$ cat src/rtl/imem_loader.sv
// UART boot loader: receives a length-prefixed program image, writes it into instruction memory
// and holds the core in reset until the image is complete. Optional trailing XOR checksum: IMEM_LOADER_CHECKSUM_EN.
module imem_loader #(
  parameter int CLKS_PER_BIT = 868,
  parameter int ADDR_W       = 12
) (
  input  logic              clk,
  input  logic              rst,
  input  logic              rxd,
  output logic              imem_we,
  output logic [ADDR_W-1:0] imem_addr,
  output logic [31:0]       imem_wdata,
  output logic              cpu_rst,
  output logic              done,
  output logic              err
);

  // state  | meaning
  // S_HDR  | collecting the 4-byte word count
  // S_DATA | assembling payload words and writing them
  // S_CSUM | waiting for the checksum byte
  // S_RUN  | image loaded, core released
  // S_ERR  | load failed, core held in reset

  localparam int              CNT_W     = $clog2(CLKS_PER_BIT);
  localparam logic [CNT_W-1:0] BIT_LAST  = CNT_W'(CLKS_PER_BIT - 1);
  localparam logic [CNT_W-1:0] HALF_LAST = CNT_W'(CLKS_PER_BIT / 2 - 1);
  localparam logic [32:0]      MAX_N     = 33'(1) << ADDR_W;

  typedef enum logic [1:0] {RX_IDLE, RX_START, RX_DATA, RX_STOP} rx_state_t;
  typedef enum logic [2:0] {S_HDR, S_DATA, S_CSUM, S_RUN, S_ERR} state_t;

`ifdef IMEM_LOADER_CHECKSUM_EN
  localparam state_t S_TAIL = S_CSUM;
`else
  localparam state_t S_TAIL = S_RUN;
`endif

  logic rx_meta_q, rx_sync_q, rx_prev_q;

  rx_state_t        rx_state_q, rx_state_d;
  logic [CNT_W-1:0] rx_cnt_q, rx_cnt_d;
  logic [2:0]       rx_bit_q, rx_bit_d;
  logic [7:0]       rx_shift_q, rx_shift_d;
  logic             rx_vld_q, rx_vld_d;
  logic             rx_ferr;

  state_t            state_q, state_d;
  logic [1:0]        bcnt_q, bcnt_d;
  logic [31:0]       word_q, word_d;
  logic [31:0]       word_full;
  logic [ADDR_W:0]   rem_q, rem_d;
  logic [ADDR_W-1:0] idx_q, idx_d;
  logic              we_q, we_d;
  logic [ADDR_W-1:0] addr_q, addr_d;
  logic [31:0]       wdata_q, wdata_d;
  logic              cpu_rst_q, cpu_rst_d;
  logic              done_q, done_d;
  logic              err_q, err_d;
`ifdef IMEM_LOADER_CHECKSUM_EN
  logic [7:0]        csum_q, csum_d;
`endif

  // Receiver: samples mid-bit using a down-counter reloaded at each sample point.
  always_comb begin
    rx_state_d = rx_state_q;
    rx_cnt_d   = rx_cnt_q;
    rx_bit_d   = rx_bit_q;
    rx_shift_d = rx_shift_q;
    rx_vld_d   = 1'b0;
    rx_ferr    = 1'b0;
    unique case (rx_state_q)
      RX_IDLE: begin
        if (rx_prev_q && !rx_sync_q) begin
          rx_state_d = RX_START;
          rx_cnt_d   = HALF_LAST;
        end
      end
      RX_START: begin
        if (rx_cnt_q == '0) begin
          if (rx_sync_q) begin
            rx_state_d = RX_IDLE;
          end else begin
            rx_state_d = RX_DATA;
            rx_cnt_d   = BIT_LAST;
            rx_bit_d   = 3'd0;
          end
        end else begin
          rx_cnt_d = rx_cnt_q - 1'b1;
        end
      end
      RX_DATA: begin
        if (rx_cnt_q == '0) begin
          rx_shift_d = {rx_sync_q, rx_shift_q[7:1]};
          rx_cnt_d   = BIT_LAST;
          if (rx_bit_q == 3'd7) rx_state_d = RX_STOP;
          else                  rx_bit_d   = rx_bit_q + 1'b1;
        end else begin
          rx_cnt_d = rx_cnt_q - 1'b1;
        end
      end
      RX_STOP: begin
        if (rx_cnt_q == '0) begin
          rx_state_d = RX_IDLE;
          if (rx_sync_q) rx_vld_d = 1'b1;
          else           rx_ferr  = 1'b1;
        end else begin
          rx_cnt_d = rx_cnt_q - 1'b1;
        end
      end
      default: rx_state_d = RX_IDLE;
    endcase
  end

  always_comb begin
    state_d   = state_q;
    bcnt_d    = bcnt_q;
    word_d    = word_q;
    rem_d     = rem_q;
    idx_d     = idx_q;
    we_d      = 1'b0;
    addr_d    = addr_q;
    wdata_d   = wdata_q;
`ifdef IMEM_LOADER_CHECKSUM_EN
    csum_d    = csum_q;
`endif
    word_full = {rx_shift_q, word_q[31:8]};
    unique case (state_q)
      S_HDR: begin
        if (rx_ferr) begin
          state_d = S_ERR;
        end else if (rx_vld_q) begin
          word_d = word_full;
          bcnt_d = bcnt_q + 1'b1;
          if (bcnt_q == 2'd3) begin
            rem_d = word_full[ADDR_W:0];
            if ({1'b0, word_full} > MAX_N) state_d = S_ERR;
            else if (word_full == '0)      state_d = S_TAIL;
            else                           state_d = S_DATA;
          end
        end
      end
      S_DATA: begin
        if (rx_ferr) begin
          state_d = S_ERR;
        end else if (rx_vld_q) begin
          word_d = word_full;
          bcnt_d = bcnt_q + 1'b1;
`ifdef IMEM_LOADER_CHECKSUM_EN
          csum_d = csum_q ^ rx_shift_q;
`endif
          if (bcnt_q == 2'd3) begin
            we_d    = 1'b1;
            addr_d  = idx_q;
            wdata_d = word_full;
            idx_d   = idx_q + 1'b1;
            rem_d   = rem_q - 1'b1;
            if (rem_q == (ADDR_W+1)'(1)) state_d = S_TAIL;
          end
        end
      end
`ifdef IMEM_LOADER_CHECKSUM_EN
      S_CSUM: begin
        if (rx_ferr)       state_d = S_ERR;
        else if (rx_vld_q) state_d = (rx_shift_q == csum_q) ? S_RUN : S_ERR;
      end
`endif
      default: ;
    endcase
    cpu_rst_d = (state_d != S_RUN);
    done_d    = (state_d == S_RUN);
    err_d     = (state_d == S_ERR);
  end

  always_ff @(posedge clk or posedge rst) begin
    if (rst) begin
      rx_meta_q  <= 1'b1;
      rx_sync_q  <= 1'b1;
      rx_prev_q  <= 1'b1;
      rx_state_q <= RX_IDLE;
      rx_cnt_q   <= '0;
      rx_bit_q   <= 3'd0;
      rx_shift_q <= 8'd0;
      rx_vld_q   <= 1'b0;
      state_q    <= S_HDR;
      bcnt_q     <= 2'd0;
      word_q     <= 32'd0;
      rem_q      <= '0;
      idx_q      <= '0;
      we_q       <= 1'b0;
      addr_q     <= '0;
      wdata_q    <= 32'd0;
      cpu_rst_q  <= 1'b1;
      done_q     <= 1'b0;
      err_q      <= 1'b0;
`ifdef IMEM_LOADER_CHECKSUM_EN
      csum_q     <= 8'd0;
`endif
    end else begin
      rx_meta_q  <= rxd;
      rx_sync_q  <= rx_meta_q;
      rx_prev_q  <= rx_sync_q;
      rx_state_q <= rx_state_d;
      rx_cnt_q   <= rx_cnt_d;
      rx_bit_q   <= rx_bit_d;
      rx_shift_q <= rx_shift_d;
      rx_vld_q   <= rx_vld_d;
      state_q    <= state_d;
      bcnt_q     <= bcnt_d;
      word_q     <= word_d;
      rem_q      <= rem_d;
      idx_q      <= idx_d;
      we_q       <= we_d;
      addr_q     <= addr_d;
      wdata_q    <= wdata_d;
      cpu_rst_q  <= cpu_rst_d;
      done_q     <= done_d;
      err_q      <= err_d;
`ifdef IMEM_LOADER_CHECKSUM_EN
      csum_q     <= csum_d;
`endif
    end
  end

  assign imem_we    = we_q;
  assign imem_addr  = addr_q;
  assign imem_wdata = wdata_q;
  assign cpu_rst    = cpu_rst_q;
  assign done       = done_q;
  assign err        = err_q;

endmodule
$ cat config.mk
export PLATFORM = sky130hd
export DESIGN_NAME = imem_loader
export DESIGN_NICKNAME = d
export VERILOG_FILES = /design/src/rtl/imem_loader.sv
export SDC_FILE = /design/constraint.sdc
export NUM_CORES = 1
export LEC_CHECK = 0
export BUFFER_PORTS_ARGS = -buffer_cell sky130_fd_sc_hd__buf_2
export CAP_MARGIN = 10
export CORE_UTILIZATION = 64
export DETAILED_ROUTE_END_ITERATION = 6
export GPL_ROUTABILITY_DRIVEN = 0
export GPL_TIMING_DRIVEN = 0
export PLACE_DENSITY = 0.95
export SYNTH_ARGS = -nofsm -noshare
export SYNTH_HDL_FRONTEND = slang
export SYNTH_SLANG_ARGS = --single-unit
$ cat constraint.sdc
create_clock -name clk -period 5.7 [get_ports clk]
set_input_delay 0 -clock clk [delete_from_list [all_inputs] [get_ports clk]]
set_output_delay 0 -clock clk [all_outputs]
set_load 0.02 [all_outputs]
==> impl_metrics.env <==
export IMPL_run_status="completed"
export IMPL_total_power_mw=2.67
export IMPL_first_pass_iters=5
export IMPL_insertion_delay_ns=0.53
export IMPL_grt_pass1_vias=4524
export IMPL_grt_overflow=0
export IMPL_grt_antenna_before_repair=0
export IMPL_power_leakage_nw=3.49
export IMPL_diodes=0
export IMPL_cts_tree="yes"
export IMPL_cp_cell_sequence="ha_1 > nor2b_1 > and4_1 > nor3_4 > buf_4 > nand4_1 > xnor2_1"
export IMPL_fin_cells=662
export IMPL_die_area_sq_um=9510
export IMPL_seq_area_sq_um=3230
export IMPL_clock_path_buffers=2
export IMPL_std_cell_rows=34
export IMPL_grt_start_max_net_pins=91
export IMPL_path_class="flip-flop to flip-flop"
export IMPL_core_sq_um=8760
export IMPL_cts_resized=0
export IMPL_critPathRequiredTime_ns=6.15
export IMPL_post_cts_buffers=0
export IMPL_tightest_slew_ns=0.636
export IMPL_hold_viol_final=0
export IMPL_avgSynthCellArea_sq_um=12.4
export IMPL_synth_xor_area_share=0.0180
export IMPL_critPathMaxStageDelay_ns=0.51
export IMPL_die_h_um=97.5
export IMPL_ant_nets=0
export IMPL_finalSetupTns_ns=0
export IMPL_synth_area_mux_share=0.163
export IMPL_crit_path_start_kind="flip-flop"
export IMPL_maxCapViolations=0
export IMPL_hold_ws_ns=0.0183
export IMPL_syn_nets=485
export IMPL_synth_top_cell_area_share=0.535
export IMPL_drcViolationCount=0
export IMPL_fmax_ghz=0.394
export IMPL_synth_edf_count=0
export IMPL_synth_adder_area_share=0.0257
export IMPL_ys_warn_count=0
export IMPL_synthCells=470
export IMPL_io_pins=51
export IMPL_synthArstFlopShare=1.00
export IMPL_skew_ns=0.00909
export IMPL_cts_made_buffers=17
export IMPL_worstPathMaxFanout=10
export IMPL_max_vdd_ir_drop_mv=0.380
export IMPL_fin_crit_ns=2.54
export IMPL_fin_crit_sh=0.445
export IMPL_synth_simple_area_share=0.116
export IMPL_htree_levels=4
export IMPL_clkTransAtPathRegs_ns=0.06
export IMPL_synth_top_area_cell="dfrtp_1"
export IMPL_wire_per_inst_um=22.4
export IMPL_worstSetupEndpointType="flip-flop"
export IMPL_start_util=0.667
export IMPL_synth_area_leaders="dfrtp_1 (54%), mux2_2 (12%), mux2_4 (4.4%)"
export IMPL_grt_pass1_wl_um=23800
export IMPL_area_growth_pct=18.5
export IMPL_multi_input_area_sq_um=2450
export IMPL_cts_sinks=129
export IMPL_dp_hpwl_um=8550
export IMPL_cp_data_arrival_time_ns=2.99
export IMPL_ys_seq_area_frac=0.553
export IMPL_ys_seq_elements=129
export IMPL_drt_initial_drc_count=375
export IMPL_setup_viol=0
export IMPL_die_w_um=97.5
export IMPL_pwr_density_cell_nw_per_um2=386
export IMPL_synth_compound_area_share=0.0968
export IMPL_vias=4402
export IMPL_mappedNetlistArea_sq_um=5840
export IMPL_place_inst=629
export IMPL_cts_root_buf="clkbuf_8"
export IMPL_synthFlopType="dfrtp_1"
export IMPL_fillCellCount=468
export IMPL_track_usage=0.331
export IMPL_worstHoldPathType="input port to asynchronous set/reset pin"
export IMPL_slew_headroom=0.572
export IMPL_routed_wl_um=14800
export IMPL_grt_setup_unrepaired="false"
export IMPL_synth_top_family_by_area="multiplexers"
export IMPL_worst_path_max_delay_cell="nor3_4"
export IMPL_drive_above_1_share=0.338
export IMPL_nets=557
export IMPL_ys_types=60
export IMPL_viasPerCell=6.65
export IMPL_numPortBuffers=50
export IMPL_finalMaxSlewViolations=0
[per-stage QoR]
step	util	worst slack (ns)	area [sq um]
after detailed placement	0.714	3.29	6260
final	0.790	3.16	6920
after CTS	0.790	3.19	6920
after global placement	0.711	1.15	6230
after floorplan	-	2.27	5840
after global routing	0.790	3.06	6920
[kinds of logic (layout without fill, tap and decap cells)]
family,Yosys count,count (layout)
flops,129,129
simple gates,123,123
compound gates,84,84
mux,79,79
buf+inv,31,115
fa+ha+maj,12,12
xor+xnor,12,12
[power breakdown]
part           internal [mW]  switching [mW]
registers              0.961          0.0556
logic                  0.172           0.287
clock network          0.760           0.436
total                   1.89           0.779
[synthesized netlist by cell type, drive strengths merged, types with 2 or more instances]
master and instances:
a211oi 2, a21oi 16, a22o 5, a22oi 2
a2bb2oi 2, a31oi 4, and3 8, and4 4
buf 11, clkbuf 6, dfrtp 125, dfstp 4
ha 12, inv 14, mux2 77, mux2i 2
nand2 22, nand2b 5, nand3 15, nand4 8
nor2 24, nor2b 2, nor3 17, nor4 8
o211ai 2, o21a 3, o21ai 27, o22a 5
o2bb2ai 2, o31ai 2, o32ai 2, o41ai 2
or2 2, or3 4, xnor2 8, xor2 4
[layout make-up]
| class | instances | area share |
|---|---|---|
| clock inverters | 14 | 0.0329 |
| clock buffers | 17 | 0.0598 |
| plain buffers | 17 | 0.0155 |
| repair buffers | 53 | 0.0430 |
| flip-flops and latches | 129 | 0.467 |
| well taps | 108 | 0.0195 |
| inverters | 14 | 0.00832 |
| multi-input cells | 310 | 0.354 |
[registers in the layout, summed over array words and instances (netlist names), named ones only]
register and flops:
done 1, rx_cnt_q 10, rx_vld_q 1, rx_sync_q 1, rx_shift_q 8, rem_q 13, bcnt_q 2, cpu_rst 1
rx_state_q 1, err 1, rx_meta_q 1, word_q 24, rx_bit_q 3, imem_addr 12, idx_q 12, imem_we 1
state_q 3, rx_prev_q 1, imem_wdata 32
[metal layers]
layer	up-vias	GRT usage	share of wire
li1	1870	-	-
met1	2197	0.392	0.37
met2	249	0.547	0.51
met3	86	0.0770	0.070
met4	0	0.204	0.053
met5	-	0	0
[cells in the final DEF, fill, tap and decap left out, types with 5 or more instances in the layout]
master	netlist	layout
o21ai_0	25	25
nand4_1	8	8
clkbuf_1	6	6
a22o_1	5	5
nor2_1	23	23
nor4_1	8	8
buf_2	2	52
inv_1	14	13
ha_1	12	12
o22a_1	5	5
clkbuf_16	0	16
nor3_1	14	14
mux2_2	60	60
dfrtp_1	125	125
bufinv_16	0	5
xnor2_1	8	8
a21oi_1	16	16
inv_6	0	5
and3_1	8	8
nand3_1	14	14
nand2b_1	5	5
buf_4	5	5
mux2_4	17	17
nand2_1	22	22
[final timing paths]
check | start | end | slack (ns) | cells past startpoint
setup / recovery | rx_state_q[0] | idx_q[11] | 3.16 | 7
hold / removal | rst | imem_wdata[22] | 0.02 | 3
setup reg to reg | rx_state_q[0] | idx_q[11] | 3.16 | 7
hold reg to reg | rx_meta_q | rx_sync_q | 0.36 | 0
max in group asynchronous | rst | imem_wdata[4] | 4.93 | 4
min in group clk | rxd | rx_meta_q | 0.12 | 2
[worst max-delay path, delay by kind of cell, from the launching register on]
kind | cells | cell delay [ns]
AND/OR/NAND/NOR | 4 | 1.16
adder cells (fa/ha/maj) | 1 | 0.32
buffers and inverters | 1 | 0.30
XOR/XNOR | 1 | 0.23
flip-flops | 1 | 0.44
[repair_timing]
item / in CTS / in global routing
endpoints found under the hold margin: 130 / 0
hold buffers: 2 / 0
endpoints found under the setup margin: 0 / 0
Power figures use the tool's default switching activity.
